--- src/rtl/inst_stream_pkg.sv ---
// Shared types and constants for the instruction streamer.
// Latency: n/a (types, constants and a pure helper function).
// Backpressure: n/a.
package inst_stream_pkg;

  typedef enum logic [2:0] {
    IDLE,
    PRIME,
    RUN,
    DRAIN,
    DONE
  } state_e;

  // Word driven toward the core whenever nothing real is being issued.
  localparam logic [31:0] NOP_DEFAULT = 32'h0000_0000;

  // Width of the issued-word counter.
  localparam int ISSUED_W = 16;

  // Increment that sticks at all-ones instead of wrapping.
  function automatic logic [ISSUED_W-1:0] sat_inc(input logic [ISSUED_W-1:0] v);
    return (&v) ? v : v + ISSUED_W'(1);
  endfunction

endpackage

--- src/rtl/sync_fifo.sv ---
// Single-clock FIFO with an occupancy counter for full/empty/level.
// Latency: head word is combinational on rdata; a push is visible on rdata the next cycle.
// Backpressure: pushes while full and pops while empty are ignored; clear flushes everything.
module sync_fifo #(
  parameter int WIDTH = 33,
  parameter int DEPTH = 16
) (
  input  logic                         clk,
  input  logic                         rst_n,
  input  logic                         clear,
  input  logic                         push,
  input  logic                         pop,
  input  logic [WIDTH-1:0]             wdata,
  output logic [WIDTH-1:0]             rdata,
  output logic                         full,
  output logic                         empty,
  output logic [$clog2(DEPTH+1)-1:0]   level
);

  localparam int AW = $clog2(DEPTH);
  localparam int LW = $clog2(DEPTH+1);

  logic [WIDTH-1:0] mem [DEPTH];
  logic [AW-1:0]    wr_ptr;
  logic [AW-1:0]    rd_ptr;
  logic [LW-1:0]    count;
  logic             push_eff;
  logic             pop_eff;

  assign full     = (count == LW'(DEPTH));
  assign empty    = (count == '0);
  assign level    = count;
  assign rdata    = mem[rd_ptr];
  assign push_eff = push && !full && !clear;
  assign pop_eff  = pop && !empty && !clear;

  // Storage array; contents need no reset because the counter guards every read.
  always_ff @(posedge clk) begin
    if (push_eff) begin
      mem[wr_ptr] <= wdata;
    end
  end

  // Pointers wrap naturally (power-of-two depth); the counter tracks occupancy.
  always_ff @(posedge clk or negedge rst_n) begin
    if (!rst_n) begin
      wr_ptr <= '0;
      rd_ptr <= '0;
      count  <= '0;
    end else if (clear) begin
      wr_ptr <= '0;
      rd_ptr <= '0;
      count  <= '0;
    end else begin
      if (push_eff) begin
        wr_ptr <= wr_ptr + AW'(1);
      end
      if (pop_eff) begin
        rd_ptr <= rd_ptr + AW'(1);
      end
      case ({push_eff, pop_eff})
        2'b10:   count <= count + LW'(1);
        2'b01:   count <= count - LW'(1);
        default: count <= count;
      endcase
    end
  end

endmodule

--- src/rtl/inst_streamer.sv ---
// Instruction-stream source: buffers loader words, then issues one per cycle to the cpu core.
// Latency: popped word is registered onto o_inst; push-to-issue is 2 cycles once primed.
// Backpressure: o_wr_ready drops when full or once the last word is taken; i_stall freezes issue and drain.
module inst_streamer
  import inst_stream_pkg::*;
#(
  parameter int                DATA_W       = 32,
  parameter int                DEPTH        = 16,
  parameter int                PRIME_LVL    = 4,
  parameter int                DRAIN_CYCLES = 10,
  parameter logic [DATA_W-1:0] NOP_WORD     = DATA_W'(NOP_DEFAULT)
) (
  input  logic                         i_clk,
  input  logic                         i_rst_n,
  input  logic                         i_go,
  input  logic                         i_clear,
  input  logic                         i_wr_valid,
  input  logic [DATA_W-1:0]            i_wr_data,
  input  logic                         i_wr_last,
  output logic                         o_wr_ready,
  input  logic                         i_stall,
  output logic                         o_start,
  output logic [DATA_W-1:0]            o_inst,
  output logic                         o_done,
  output logic                         o_underflow,
  output logic [ISSUED_W-1:0]          o_issued,
  output logic [$clog2(DEPTH+1)-1:0]   o_level
);

  localparam int LVL_W  = $clog2(DEPTH+1);
  localparam int DCNT_W = $clog2(DRAIN_CYCLES+1);

  state_e              state;
  logic                last_seen;
  logic [DCNT_W-1:0]   drain_cnt;
  logic                fifo_push;
  logic                fifo_pop;
  logic                fifo_full;
  logic                fifo_empty;
  logic [DATA_W:0]     fifo_rdata;
  logic [LVL_W-1:0]    fifo_level;
  logic                head_last;
  logic                push_state_ok;
  logic                primed;

  // Ready depends only on registered state and occupancy, never on i_wr_valid.
  assign push_state_ok = (state == IDLE) || (state == PRIME) || (state == RUN);
  assign o_wr_ready    = i_rst_n && !fifo_full && !last_seen && push_state_ok;
  assign fifo_push     = i_wr_valid && o_wr_ready;
  assign fifo_pop      = (state == RUN) && !i_stall && !fifo_empty && !i_clear;
  assign head_last     = fifo_rdata[DATA_W];
  assign primed        = (fifo_level >= LVL_W'(PRIME_LVL)) || last_seen;
  assign o_level       = fifo_level;

  sync_fifo #(
    .WIDTH (DATA_W + 1),
    .DEPTH (DEPTH)
  ) u_fifo (
    .clk   (i_clk),
    .rst_n (i_rst_n),
    .clear (i_clear),
    .push  (fifo_push),
    .pop   (fifo_pop),
    .wdata ({i_wr_last, i_wr_data}),
    .rdata (fifo_rdata),
    .full  (fifo_full),
    .empty (fifo_empty),
    .level (fifo_level)
  );

  // Sequencer: prime, issue (one word per unstalled cycle), pad with NOPs, then report done.
  always_ff @(posedge i_clk or negedge i_rst_n) begin
    if (!i_rst_n) begin
      state       <= IDLE;
      last_seen   <= 1'b0;
      drain_cnt   <= '0;
      o_start     <= 1'b0;
      o_inst      <= NOP_WORD;
      o_done      <= 1'b0;
      o_underflow <= 1'b0;
      o_issued    <= '0;
    end else if (i_clear) begin
      state       <= IDLE;
      last_seen   <= 1'b0;
      drain_cnt   <= '0;
      o_start     <= 1'b0;
      o_inst      <= NOP_WORD;
      o_done      <= 1'b0;
      o_underflow <= 1'b0;
      o_issued    <= '0;
    end else begin
      if (fifo_push && i_wr_last) begin
        last_seen <= 1'b1;
      end
      case (state)
        IDLE: begin
          if (i_go) begin
            state <= PRIME;
          end
        end
        PRIME: begin
          if (primed) begin
            state <= RUN;
          end
        end
        RUN: begin
          // o_start rises on the first unstalled edge, together with the first word.
          if (!i_stall) begin
            o_start <= 1'b1;
            if (!fifo_empty) begin
              o_inst   <= fifo_rdata[DATA_W-1:0];
              o_issued <= sat_inc(o_issued);
              if (head_last) begin
                state     <= DRAIN;
                drain_cnt <= '0;
              end
            end else begin
              o_inst      <= NOP_WORD;
              o_underflow <= 1'b1;
            end
          end
        end
        DRAIN: begin
          // Each unstalled edge consumes the word on o_inst and presents a NOP; the
          // counter tracks NOPs presented so the core sees DRAIN_CYCLES of them.
          if (!i_stall) begin
            o_inst <= NOP_WORD;
            if (drain_cnt == DCNT_W'(DRAIN_CYCLES)) begin
              state   <= DONE;
              o_start <= 1'b0;
              o_done  <= 1'b1;
            end else begin
              drain_cnt <= drain_cnt + DCNT_W'(1);
            end
          end
        end
        DONE: begin
          state <= DONE;
        end
        default: begin
          state <= IDLE;
        end
      endcase
    end
  end

endmodule

--- config.mk ---
export PLATFORM = sky130hd
export DESIGN_NAME = inst_streamer
export DESIGN_NICKNAME = d
export VERILOG_FILES = /design/src/rtl/inst_stream_pkg.sv /design/src/rtl/sync_fifo.sv /design/src/rtl/inst_streamer.sv
export SDC_FILE = /design/constraint.sdc
export NUM_CORES = 1
export LEC_CHECK = 0
export CELL_PAD_IN_SITES_DETAIL_PLACEMENT = 1
export CELL_PAD_IN_SITES_GLOBAL_PLACEMENT = 1
export CORE_MARGIN = 4
export CORE_UTILIZATION = 57
export DETAILED_ROUTE_END_ITERATION = 7
export PLACE_DENSITY = 0.82
export SYNTH_ARGS = -nofsm -noshare
export SYNTH_HDL_FRONTEND = slang
export SYNTH_SLANG_ARGS = --single-unit
--- constraint.sdc ---
create_clock -name i_clk -period 5.7 [get_ports i_clk]
set_input_delay 0.57 -clock i_clk [delete_from_list [all_inputs] [get_ports i_clk]]
set_output_delay 0.57 -clock i_clk [all_outputs]
set_load 0.05 [all_outputs]
==> metrics.csv <==
metric;value;unit
status;completed;
core;40800;sq um
fp-row-count;74;
avgSynthCellArea;19.8;sq um
cp.required;5.91;ns
pre_cts_ws;1.71;ns
ys_types;62;
die_w;211;um
setup_slack;2.00;ns
yosys_register_bits;600;
crit_family;simple AND/OR/NAND/NOR gates;
initial_utilization;57.7;%
critical_path.endpoint_type;flop;
syn-num-nets;1243;
gp_congestion;0.818;
post_cts_buffers;0;
tns;0;ns
vias;12500;
synthToLayoutAreaGrowth;14.2;%
clockBufferDepth;3;
numCtsBuffers;58;
timing.hold.ws;0.406;ns
nets;1352;
drt_pass1_iterations;5;
worstSkewPairLatency;0.62;ns
async_flop_share;12.0;%
synth_area_leader_cell;edfxtp_1;
grt_usage;27.0;%
fill_cells;3337;
grt_start_max_net_pins;77;
synth_cells;1192;
drt_iter0_drc;1498;
grt_pass1_vias;13500;
crit_arrival;3.91;ns
h-tree-depth;2;
p_leak;8.73;nW
synth_top_cell_area_share;67.3;%
final_core_utilization;65.9;%
die_area;44700;sq um
viasPerCell;6.64;
clk_pin_slew_worst_paths;0.06;ns
critPathLaunchType;input pin;
synth-edff-count;528;
syn_area;23600;sq um
total_power;9.00;mW
hpwl;31800;um
fmax;270;MHz
maxSlewHeadroom;13.4;%
critical-path-max-stage-delay;1.13;ns
slew_violations;0;
crit_chain;dlygate4sd3_1 -> buf_4 -> and4_1 -> nand3_1 -> nor4b_1 -> and2_2;
antenna_found_initial;1;
wl_per_cell;31.2;um
die_y;211;um
cellPowerDensity;334;nW/um^2
ir_drop;0.263;mV
drive_gt1_share;19.2;%
period_share;65.0;%
cts.repair.resized;0;
hp-class;in -> async;
drcViolationCount;0;
ys_seq_area_share;74.9;%
rsz0062_at_grt;false;
cts_root_buf;clkbuf_16;
netlist_top_cells_area;edfxtp_1 67%, mux4_2 11%, dfrtp_1 7.6%, mux2i_1 2.6%, a221oi_1 1.2%;
hold_viol_final;0;
setup_viol;0;
io_buffers;95;
ys.flop_type;edfxtp_1;
max-cap-violations;0;
grt.overflow.total;0;
clock_skew;0.0232;ns
ant_nets;0;
wl;58800;um
grt_pass1_wl;88800;um
period_minus_slack;3.70;ns
synth_warnings;0;
path_max_fanout;33;
cts_tree;done;
path_class;in -> reg;
clkSinkCount;600;
crit_slowest_cell;and2_2;
num_io_pins;96;
worstMarginPinSlew;1.30;ns
crit_buf_inv;2;
registers in the layout, summed over array words and instances, names as in the netlist:
register	count
last_seen	1
u_fifo.rd_ptr	4
state	3
u_fifo.level	5
o_start	1
o_inst	32
o_issued	16
o_done	1
u_fifo.mem	528
u_fifo.wr_ptr	4
drain_cnt	4
o_underflow	1
stage by stage:
step,cell area (sq um),std cells
final,26900,1882
after floorplan,23600,1192
after detailed placement,25100,1772
after CTS,26900,1881
after global placement,25100,1772
after global routing,26900,1881
what timing repair did:
| item | in CTS | in global routing |
|---|---|---|
| endpoints found under the setup margin | 0 | 0 |
| hold buffers | 1 | 0 |
| hold endpoints to repair | 14 | 0 |
cell type report:
cell class | count | area, sq um | area share, %
antenna | 1 | 2.50 | 0.00929
clock buffer | 79 | 1580 | 5.87
clock inverter | 29 | 243 | 0.901
inverter | 19 | 71.3 | 0.265
multi-input combinational | 511 | 5610 | 20.8
sequential | 600 | 17700 | 65.6
tap | 532 | 666 | 2.47
timing repair buffer | 111 | 1080 | 4.02
report_power, final:
part / internal (mW) / switching, mW / leakage, nW / total, mW
registers: 4.82 / 0.0429 / 5.74 / 4.86
clock network: 2.12 / 1.61 / 0.895 / 3.72
logic: 0.153 / 0.263 / 2.09 / 0.417
layer usage:
metal / track usage, % / vias up / share of wire [%]
li1: - / 5151 / -
met1: 37.2 / 6630 / 39
met2: 44.5 / 607 / 50
met3: 5.33 / 108 / 7.7
met4: 8.60 / 0 / 3.0
met5: 0 / - / 0
path summary, 6_finish.rpt:
check | to | from | slack (ns) | cells after the start
worst max-delay path | u_fifo.mem[8][19]$_DFFE_PP_ | i_rst_n | 2.00 | 6
worst min-delay path | o_inst[13]$_DFFE_PN0P_ | i_rst_n | 0.41 | 2
worst max register to register | u_fifo.mem[8][19]$_DFFE_PP_ | state[2]$_DFFE_PN0P_ | 2.13 | 5
worst min register to register | o_inst[13]$_DFFE_PN0P_ | o_inst[13]$_DFFE_PN0P_ | 0.47 | 1
max in group asynchronous | u_fifo.rd_ptr[0]$_DFFE_PN0P_ | i_rst_n | 4.06 | 3
min in group i_clk | o_inst[13]$_DFFE_PN0P_ | o_inst[13]$_DFFE_PN0P_ | 0.47 | 1
cell usage in the layout (no fill, tap or decap), types with 11 or more instances in the layout:
master	netlist	final
a21o_1	16	16
a21oi_1	35	35
a221oi_1	32	32
a22o_1	20	20
a22oi_1	17	17
and2_2	0	13
buf_4	7	15
clkbuf_1	31	17
clkbuf_16	0	59
clkdlybuf4s50_1	0	94
clkinv_2	0	13
dfrtp_1	72	69
edfxtp_1	528	528
ha_1	11	11
inv_1	18	18
mux2_2	11	11
mux2i_1	61	61
mux4_2	117	117
nand2_1	13	13
nand3_1	11	11
nor2_1	26	21
o21ai_0	32	32
or3_1	14	14
cells by family (layout without fill, tap and decap cells):
| family | count (synthesis) | count (layout) | synth area share (%) |
|---|---|---|---|
| AO/OA/AOI/OAI | 176 | 176 | 5.30 |
| buffers and inverters | 81 | 238 | 1.57 |
| AND/OR/NAND/NOR | 127 | 127 | 3.02 |
| adder cells (fa/ha/maj) | 12 | 12 | 0.669 |
| other | 0 | 1 | 0 |
| XOR/XNOR | 7 | 7 | 0.260 |
| flip-flops | 600 | 600 | 74.9 |
| multiplexers | 189 | 189 | 14.3 |
Yosys cell counts (2+ instances only):
master / count
or2_2: 2
buf_2: 18
nor2_1: 26
and3_1: 9
nand3b_1: 2
o41ai_1: 2
a22o_1: 20
o2111ai_1: 2
inv_1: 18
a21oi_1: 35
nor2b_1: 4
nand2_1: 13
nand3_1: 11
o211ai_1: 3
ha_1: 11
a22oi_1: 17
edfxtp_1: 528
mux4_2: 117
xor2_1: 3
xnor2_1: 4
nand4_1: 6
mux2i_1: 61
buf_4: 7
o21ai_0: 32
or3_1: 14
and2_1: 19
nor4_1: 2
a32o_1: 2
clkbuf_1: 31
mux2_2: 11
a21o_1: 16
buf_1: 3
nor3b_1: 2
nor3_1: 7
dfrtp_1: 72
and4_1: 2
buf_6: 2
nor4b_1: 3
a221oi_1: 32
(Power assumes the default switching activity.)
